## src/rtl/alu_pkg.sv

```systemverilog
// -----------------------------------------------------------------------------
// alu_pkg
//   Shared encodings for the 32-bit ALU and the logic that drives it:
//   - 4-bit ALU control codes consumed by the ALU's ctrl input
//   - 3-bit ALUOp values produced by the main control unit
//   - 6-bit R-type funct values (instr[5:0]) that the ALU understands
//   Imported by alu_ctrl_dec, alu_issue_stage and the ALU itself.
// -----------------------------------------------------------------------------
package alu_pkg;

   // ALU control codes
   localparam logic [3:0] ALU_AND = 4'b0000;
   localparam logic [3:0] ALU_OR  = 4'b0001;
   localparam logic [3:0] ALU_ADD = 4'b0010;
   localparam logic [3:0] ALU_SUB = 4'b0110;
   localparam logic [3:0] ALU_SLT = 4'b0111;

   // ALUOp from main control
   localparam logic [2:0] ALUOP_ADD   = 3'b000;  // loads/stores/addi
   localparam logic [2:0] ALUOP_SUB   = 3'b001;  // branch compare
   localparam logic [2:0] ALUOP_RTYPE = 3'b010;  // look at funct
   localparam logic [2:0] ALUOP_OR    = 3'b011;  // ori
   localparam logic [2:0] ALUOP_SLT   = 3'b100;  // slti

   // R-type funct field
   localparam logic [5:0] FUNCT_ADD = 6'b100000;
   localparam logic [5:0] FUNCT_SUB = 6'b100010;
   localparam logic [5:0] FUNCT_AND = 6'b100100;
   localparam logic [5:0] FUNCT_OR  = 6'b100101;
   localparam logic [5:0] FUNCT_SLT = 6'b101010;

endpackage : alu_pkg

```

## src/rtl/alu_ctrl_dec.sv

```systemverilog
// -----------------------------------------------------------------------------
// alu_ctrl_dec
//   Purely combinational ALU control decoder: maps ALUOp (and funct for
//   R-type) onto the ALU's 4-bit ctrl code. Undefined combinations fall back
//   to ADD so the ALU never sees an unknown code, and raise o_illegal.
// Ports
//   i_aluop    in   3   ALUOp from main control
//   i_funct    in   6   instr[5:0]
//   o_ctrl     out  4   ALU ctrl code
//   o_illegal  out  1   ALUOp/funct combination is undefined
// -----------------------------------------------------------------------------
module alu_ctrl_dec
   import alu_pkg::*;
(
   input  logic [2:0] i_aluop,
   input  logic [5:0] i_funct,
   output logic [3:0] o_ctrl,
   output logic       o_illegal
);

   always_comb begin
      // NOTE: every output gets a default before the case so no path leaves
      // it unassigned; otherwise synthesis infers a latch.
      o_ctrl    = ALU_ADD;
      o_illegal = 1'b0;
      case (i_aluop)
         ALUOP_ADD: o_ctrl = ALU_ADD;
         ALUOP_SUB: o_ctrl = ALU_SUB;
         ALUOP_OR:  o_ctrl = ALU_OR;
         ALUOP_SLT: o_ctrl = ALU_SLT;
         ALUOP_RTYPE: begin
            case (i_funct)
               FUNCT_ADD: o_ctrl = ALU_ADD;
               FUNCT_SUB: o_ctrl = ALU_SUB;
               FUNCT_AND: o_ctrl = ALU_AND;
               FUNCT_OR:  o_ctrl = ALU_OR;
               FUNCT_SLT: o_ctrl = ALU_SLT;
               default:   o_illegal = 1'b1;
            endcase
         end
         default: o_illegal = 1'b1;
      endcase
   end

endmodule : alu_ctrl_dec

```

## src/rtl/alu_issue_stage.sv

```systemverilog
// -----------------------------------------------------------------------------
// alu_issue_stage
//   ID/EX + EX/MEM pipeline slice around the external 32-bit ALU.
//   ISSUE register holds a decoded instruction; its operands (with EX/WB
//   forwarding) and decoded ctrl drive the ALU combinationally. RESULT register
//   captures the ALU result/zero plus rd/regwrite. Both registers have a valid
//   bit and handshake with valid/ready; throughput is one instruction per cycle.
// Ports
//   clk_i, rst_i                  clock, async active-high reset
//   id_*                          decode-stage instruction + valid/ready
//   flush_i                       kill instruction held in ISSUE
//   wb_regwrite_i/wb_rd_i/wb_data_i  writeback-stage forwarding source
//   alu_src1_o/alu_src2_o/alu_ctrl_o to ALU; alu_result_i/alu_zero_i from ALU
//   ex_*                          registered result towards memory stage
//   illegal_o                     sticky undefined-op flag
// -----------------------------------------------------------------------------
module alu_issue_stage
   import alu_pkg::*;
#(
   parameter int DW = 32,
   parameter int RW = 5
) (
   input  logic          clk_i,
   input  logic          rst_i,
   input  logic          id_valid_i,
   output logic          id_ready_o,
   input  logic [2:0]    id_aluop_i,
   input  logic [5:0]    id_funct_i,
   input  logic          id_alusrc_i,
   input  logic          id_regwrite_i,
   input  logic [RW-1:0] id_rs_i,
   input  logic [RW-1:0] id_rt_i,
   input  logic [RW-1:0] id_rd_i,
   input  logic [DW-1:0] id_rs_data_i,
   input  logic [DW-1:0] id_rt_data_i,
   input  logic [DW-1:0] id_imm_i,
   input  logic          flush_i,
   input  logic          wb_regwrite_i,
   input  logic [RW-1:0] wb_rd_i,
   input  logic [DW-1:0] wb_data_i,
   output logic [DW-1:0] alu_src1_o,
   output logic [DW-1:0] alu_src2_o,
   output logic [3:0]    alu_ctrl_o,
   input  logic [DW-1:0] alu_result_i,
   input  logic          alu_zero_i,
   output logic          ex_valid_o,
   input  logic          ex_ready_i,
   output logic [DW-1:0] ex_result_o,
   output logic          ex_zero_o,
   output logic [RW-1:0] ex_rd_o,
   output logic          ex_regwrite_o,
   output logic          illegal_o
);

   typedef struct packed {
      logic [2:0]    aluop;
      logic [5:0]    funct;
      logic          alusrc;
      logic          regwrite;
      logic [RW-1:0] rs;
      logic [RW-1:0] rt;
      logic [RW-1:0] rd;
      logic [DW-1:0] rs_data;
      logic [DW-1:0] rt_data;
      logic [DW-1:0] imm;
   } issue_t;

   issue_t        r_iss;
   logic          r_iss_valid;
   logic          r_ex_valid;
   logic [DW-1:0] r_ex_result;
   logic          r_ex_zero;
   logic [RW-1:0] r_ex_rd;
   logic          r_ex_regwrite;
   logic          r_illegal;

   issue_t        w_id_pkt;
   logic          w_advance;
   logic          w_accept;
   logic [3:0]    w_ctrl;
   logic          w_dec_illegal;
   logic          w_rs_ex_hit, w_rs_wb_hit;
   logic          w_rt_ex_hit, w_rt_wb_hit;
   logic [DW-1:0] w_rs_fwd, w_rt_fwd;

   // Handshake: ISSUE drains into RESULT whenever RESULT is empty or being taken.
   assign w_advance  = r_iss_valid & (~r_ex_valid | ex_ready_i);
   assign id_ready_o = ~r_iss_valid | w_advance;
   assign w_accept   = id_valid_i & id_ready_o;

   assign w_id_pkt = '{aluop:    id_aluop_i,
                       funct:    id_funct_i,
                       alusrc:   id_alusrc_i,
                       regwrite: id_regwrite_i,
                       rs:       id_rs_i,
                       rt:       id_rt_i,
                       rd:       id_rd_i,
                       rs_data:  id_rs_data_i,
                       rt_data:  id_rt_data_i,
                       imm:      id_imm_i};

   // ISSUE (ID/EX) register. A flush only kills the held instruction; a new
   // accept in the same cycle still loads.
   always_ff @(posedge clk_i or posedge rst_i) begin
      // NOTE: clocked state uses non-blocking assignments so every register
      // samples pre-edge values, independent of statement order.
      if (rst_i) begin
         r_iss_valid <= 1'b0;
         r_iss       <= '0;
      end else if (w_accept) begin
         r_iss_valid <= 1'b1;
         r_iss       <= w_id_pkt;
      end else if (flush_i | w_advance) begin
         r_iss_valid <= 1'b0;
      end
   end

   alu_ctrl_dec u_ctrl_dec (
      .i_aluop   (r_iss.aluop),
      .i_funct   (r_iss.funct),
      .o_ctrl    (w_ctrl),
      .o_illegal (w_dec_illegal)
   );

   // Forwarding: EX result beats WB data; register 0 is hard-wired and never
   // forwarded.
   assign w_rs_ex_hit = (r_iss.rs != '0) & r_ex_valid & r_ex_regwrite & (r_ex_rd == r_iss.rs);
   assign w_rs_wb_hit = (r_iss.rs != '0) & wb_regwrite_i & (wb_rd_i == r_iss.rs);
   assign w_rt_ex_hit = (r_iss.rt != '0) & r_ex_valid & r_ex_regwrite & (r_ex_rd == r_iss.rt);
   assign w_rt_wb_hit = (r_iss.rt != '0) & wb_regwrite_i & (wb_rd_i == r_iss.rt);

   assign w_rs_fwd = w_rs_ex_hit ? r_ex_result :
                     w_rs_wb_hit ? wb_data_i   : r_iss.rs_data;
   assign w_rt_fwd = w_rt_ex_hit ? r_ex_result :
                     w_rt_wb_hit ? wb_data_i   : r_iss.rt_data;

   assign alu_src1_o = w_rs_fwd;
   assign alu_src2_o = r_iss.alusrc ? r_iss.imm : w_rt_fwd;
   assign alu_ctrl_o = w_ctrl;

   // RESULT (EX/MEM) register plus sticky illegal flag.
   always_ff @(posedge clk_i or posedge rst_i) begin
      if (rst_i) begin
         r_ex_valid    <= 1'b0;
         r_ex_result   <= '0;
         r_ex_zero     <= 1'b0;
         r_ex_rd       <= '0;
         r_ex_regwrite <= 1'b0;
         r_illegal     <= 1'b0;
      end else begin
         if (w_advance) begin
            r_ex_valid    <= 1'b1;
            r_ex_result   <= alu_result_i;
            r_ex_zero     <= alu_zero_i;
            r_ex_rd       <= r_iss.rd;
            r_ex_regwrite <= r_iss.regwrite;
         end else if (ex_ready_i) begin
            r_ex_valid <= 1'b0;
         end
         if (w_advance & w_dec_illegal) begin
            r_illegal <= 1'b1;
         end
      end
   end

   assign ex_valid_o    = r_ex_valid;
   assign ex_result_o   = r_ex_result;
   assign ex_zero_o     = r_ex_zero;
   assign ex_rd_o       = r_ex_rd;
   assign ex_regwrite_o = r_ex_regwrite;
   assign illegal_o     = r_illegal;

endmodule : alu_issue_stage

```

## config.mk

```make
export PLATFORM = sky130hd
export DESIGN_NAME = alu_issue_stage
export DESIGN_NICKNAME = d
export VERILOG_FILES = /design/src/rtl/alu_pkg.sv /design/src/rtl/alu_ctrl_dec.sv /design/src/rtl/alu_issue_stage.sv
export SDC_FILE = /design/constraint.sdc
export NUM_CORES = 1
export LEC_CHECK = 0
export CORE_UTILIZATION = 50
export CTS_BUF_LIST = sky130_fd_sc_hd__clkbuf_2
export CTS_CLUSTER_DIAMETER = 30
export CTS_CLUSTER_SIZE = 40
export DETAILED_ROUTE_END_ITERATION = 7
export HOLD_SLACK_MARGIN = 0.08
export PLACE_DENSITY = 0.88
export SYNTH_ARGS = -nofsm -noshare
export SYNTH_HDL_FRONTEND = slang
export SYNTH_HIERARCHICAL = 1
export SYNTH_SLANG_ARGS = --single-unit
```

## constraint.sdc

```tcl
create_clock -name clk_i -period 8.69 [get_ports clk_i]
set_input_delay 2.1725 -clock clk_i [delete_from_list [all_inputs] [get_ports clk_i]]
set_output_delay 2.1725 -clock clk_i [all_outputs]
set_load 0.02 [all_outputs]
```

Word level (Yosys, flattened, before mapping)
Index checks and enable logic that the tools add are counted.
{"block": "word_totals", "reg_bits": 164, "latch_bits": 0, "mem_bits_rw": 0, "mem_bits_ro": 0, "out_inout_bits": 110, "word_cells": 68, "memories": 0}
{"block": "op_classes", "n_addsub": 0, "n_mul": 0, "div_mod_pow": 0, "order_cmp": 0, "n_eq_ne": 13, "shift": 0, "mux": 13, "bitwise": 18, "n_reduce_logical": 7}
{"cell": "32-bit two-way mux", "count": 5}
{"cell": "6-bit equality test, second input constant", "count": 5}
{"cell": "5-bit equality test", "count": 4}
{"cell": "4-bit case mux with 4 select lines", "count": 1}
{"cell": "1-bit AND", "count": 13}
{"cell": "3-bit case mux with 4 select lines", "count": 1}
{"cell": "5-bit nonzero test", "count": 2}
{"cell": "3-bit by 2-bit equality test with 1-bit output, second input constant", "count": 2}
{"cell": "1-bit two-way mux", "count": 5}
{"cell": "5-bit OR reduction", "count": 1}
{"cell": "2-bit nonzero test", "count": 2}
{"cell": "4-bit OR reduction", "count": 1}
{"cell": "3-bit by 1-bit equality test with 1-bit output, second input constant", "count": 1}
{"cell": "3-bit equality test, second input constant", "count": 1}
{"cell": "3-bit zero test", "count": 1}
{"cell": "1-bit bitwise OR", "count": 3}
{"cell": "1-bit inverter", "count": 2}
{"cell": "1-bit case mux with 2 select lines", "count": 1}

Longest topological paths before layout
{"block": "depth", "word_depth": 6, "ltp_mapped": 7, "mapped_depth_nobuf": 4}

Hierarchy
The synthesis kept the hierarchy.
{"mod": "alu_issue_stage", "instances": 1, "cells_each": 733, "area_per_inst_um2": 8341.8, "seq_area_each_um2": 4103.9}
{"mod": "alu_ctrl_dec", "instances": 1, "cells_each": 24, "area_per_inst_um2": 180.2, "seq_area_each_um2": 0.0}

Worst setup path after synthesis
No wires, ideal clock.
{"block": "synth_path", "path_type": "input to output", "startpoint": "input port wb_rd_i[4]", "endpoint": "output port alu_src1_o[10]", "arrival_time_ps": 3496, "required_ps": 6517, "path_slack_ps": 3021, "stages": 6, "n_path_buf": 2, "path_cell_list": "xnor2_1 and4_1 clkbuf_1 clkbuf_1 nand3_1 a31oi_1"}
{"block": "synth_between", "elab_chain_cells": 4}
{"element": "from (decl)", "line_no": "alu_issue_stage.sv:39", "rtl": "input logic [RW-1:0] wb_rd_i,"}
{"element": "5-bit equality test", "line_no": "alu_issue_stage.sv:128", "rtl": "assign w_rs_wb_hit = (r_iss.rs != '0) & wb_regwrite_i & (wb_rd_i == r_iss.rs);"}
{"element": "1-bit AND", "line_no": "alu_issue_stage.sv:128"}
{"element": "32-bit two-way mux", "line_no": "alu_issue_stage.sv:133", "rtl": "w_rs_wb_hit ? wb_data_i : r_iss.rs_data;"}
{"element": "32-bit two-way mux", "line_no": "alu_issue_stage.sv:132", "rtl": "assign w_rs_fwd = w_rs_ex_hit ? r_ex_result :"}
{"element": "to (decl)", "line_no": "alu_issue_stage.sv:41", "rtl": "output logic [DW-1:0] alu_src1_o,"}
Every way passes these cells.

Worst setup path in the final report
{"block": "layout_path", "startpoint": "input port wb_rd_i[3]", "endpoint": "output port alu_src1_o[3]"}
Same word-level chain as after synthesis.

==> out/results.ini <==
[status]
status = completed

[critical_path]
worstPathBufferInverterCount = 3
endpoint_kind = primary output
crit_top_cell = clkdlybuf4s50_1
worstSetupStartpoint = wb_rd_i[3]
cp_max_fo = 17
crit_path_max_incr_delay_ns = 0.75
r2r-start = ex_valid_o
arrival_ns = 4.95
cp_slowest_cell = and4_1
crit_path_start_kind = input port
path_class = input port to primary output
path_delay_family = buffers and inverters
crit_path_cell_trace = clkdlybuf4s50_1, xnor2_1, and4_1, buf_4, nand3_1, a31oi_1, clkdlybuf4s50_1
cp.required_ns = 6.52

[drt]
drc = 0
first_iter_violations = 650
viasPerCell = 6.23
drt-pass1-iter-count = 6
wl_mm = 27.9
postRouteAntennaNets = 0
wire_per_inst_um = 22.2
vias = 7806

[power]
peakVddDrop_v = 0.000117
internal-power_mw = 1.43
p_sw_mw = 0.894
p_clk_share_pct = 15.7
power_frac_comb_pct = 41.1
p_leak_nw = 4.44
power_density_nw_per_um2 = 196
p_seq_share_pct = 43.2
sw_frac_of_total_pct = 38.5
total_power_mw = 2.32

[timing]
worst_slack_ns = 1.57
final-setup-viol-count = 0
tightest_slew_ns = 1.09
hold_ws_ns = 0.517
clock_skew_ns = 0.0201
hold_violations = 0
period_share_pct = 82.0
layout_min_cycle_time_ns = 7.12
final_max_slew_viol_count = 0
tns_ns = 0
slew-limit-headroom_pct = 27.1
rsz0062_at_grt = no
fmax_mhz = 140

[hold_path]
hold_path.class = flop to flop
min_from = illegal_o

[layout]
layout-drive-gt1-share_pct = 21.4
final_common_cell = clkdlybuf4s50_1
layout.filler_cells = 1244
final_cell_mix = clkdlybuf4s50_1 (306), dfrtp_1 (163), mux2_2 (161)
area_delta_synth_final_pct = 39.2
finalNetCount = 1217
layout.cells.non_filler = 1253

[floorplan]
initial_core_util_pct = 51.4
core_sq_um = 16600
die-area_sq_um = 17600
die_w_um = 133
die_y_um = 133
ios = 308
rows = 47

[synthesis]
ys_warn_count = 6
ys_seq_area_share_pct = 48.2
synthCells = 757
ys_ff_latch = 164
yosysTopAreaCellShare_pct = 48.2
ys_types = 42
synthTopCellsByArea = dfrtp_1 (48%), mux2_2 (21%), a31oi_1 (4.8%)
yosys.area.top_type = dfrtp_1
syn_avg_cell_area_sq_um = 11.3
syn_area_sq_um = 8520
syn-num-nets = 955

[clocking]
clkLatencyLatePin_ns = 0.73
root_buffer = clkbuf_2
clockBufferDepth = 2
cts_inserted_buffers = 17
ctsResizeCount = 0
cts.sinks = 164
tritoncts = done
path_clk_slew_ns = 0.23
cts_setup_buffers = 0
ctsHoldBuffers = 0
htree_levels = 4

[place]
dpl_worst_slack_ns = 1.63
globalplace.congestion = 0.944
dp_cells = 1220
io_buffers = 306
hpwlAfterDp_mm = 18.8

[flow_run]
max_cap_viol_count = 0

[global_route]
grt_pass1_vias = 8050
grt_max_degree = 84
gr-usage-all-layers_pct = 32.1
overflow = 0
grt_pass1_wl_mm = 43.3
antenna_found_initial = 1

[final timing paths]
path                                   to  slack (ns)  depth (start not counted)
max                         alu_src1_o[3]        1.57                          7
min                             illegal_o        0.52                          1
max reg2reg                     r_iss[38]        5.97                          4
min reg2reg                     illegal_o        0.52                          1
max in group asynchronous      r_iss[112]        5.18                          3
min in group asynchronous  ex_result_o[5]        1.88                          2
[state kept, by name (all words and copies together), names as in the netlist]
register       flops
r_iss            122
r_iss_valid        1
illegal_o          1
ex_rd_o            5
ex_valid_o         1
ex_result_o       32
ex_zero_o          1
ex_regwrite_o      1
[synth_stat cells (all sizes together)]
cell     number
a31o          1
mux2        162
and4          2
and4bb        2
clkbuf       47
o41ai        32
or4           3
nor2          3
buf          28
o2111ai       1
o211ai        3
inv           3
o21ai        67
nor4         32
or3           1
conb          1
nor3          1
nand3b        1
nand4         3
a2111oi       1
nor4b         1
nand2b       35
o21ba         1
xnor2        17
o211a         2
nor2b         3
a31oi        65
nand2         5
nor4bb        1
nand3        66
dfrtp       164
xor2          3
[metrics by stage]
| step | util [%] | instance area (sq um) |
|---|---|---|
| 2_1_floorplan | - | 8520 |
| 3_3_place_gp | 70.3 | 11700 |
| 3_5_place_dp | 70.3 | 11700 |
| 4_1_cts | 71.5 | 11900 |
| 5_1_grt | 71.5 | 11900 |
| 6_report | 71.5 | 11900 |
[power groups by stage]
stage / clock network [mW] / logic (mW) / registers (mW)
final: 0.365 / 0.954 / 1.00
after global routing: 0.406 / 1.00 / 1.02
after CTS: 0.371 / 0.951 / 0.998
after detailed placement: 0 / 0.948 / 1.01
after global placement: 0 / 0.935 / 1.01
after floorplan: 0 / 0.485 / 1.02
[metal layers]
metal	wire length (um)	GRT usage [%]
met5	0	0
met4	1390	20.4
met3	2520	7.32
met2	13200	51.0
met1	10800	39.5
[cell type report]
cell class	instances	area [sq um]	area share, %
Timing Repair Buffer	318	3150	26.6
Multi-Input combinational cell	515	4110	34.7
Clock inverter	15	110	0.928
Tap cell	220	275	2.32
Clock buffer	17	85.1	0.717
Antenna cell	1	2.50	0.0211
Inverter	3	16.3	0.137
Sequential cell	164	4110	34.6
[cells by family (layout without fill, tap and decap cells)]
family	count (synthesis)	after routing	synth area share (%)
AO/OA/AOI/OAI	173	173	13.3
XOR/XNOR	20	20	2.06
buffers and inverters	78	353	4.05
flip-flops	164	164	48.2
multiplexers	162	162	21.5
other	1	2	0.0440
AND/OR/NAND/NOR	159	159	10.9
Note: power is estimated with default switching activity, not from simulation.
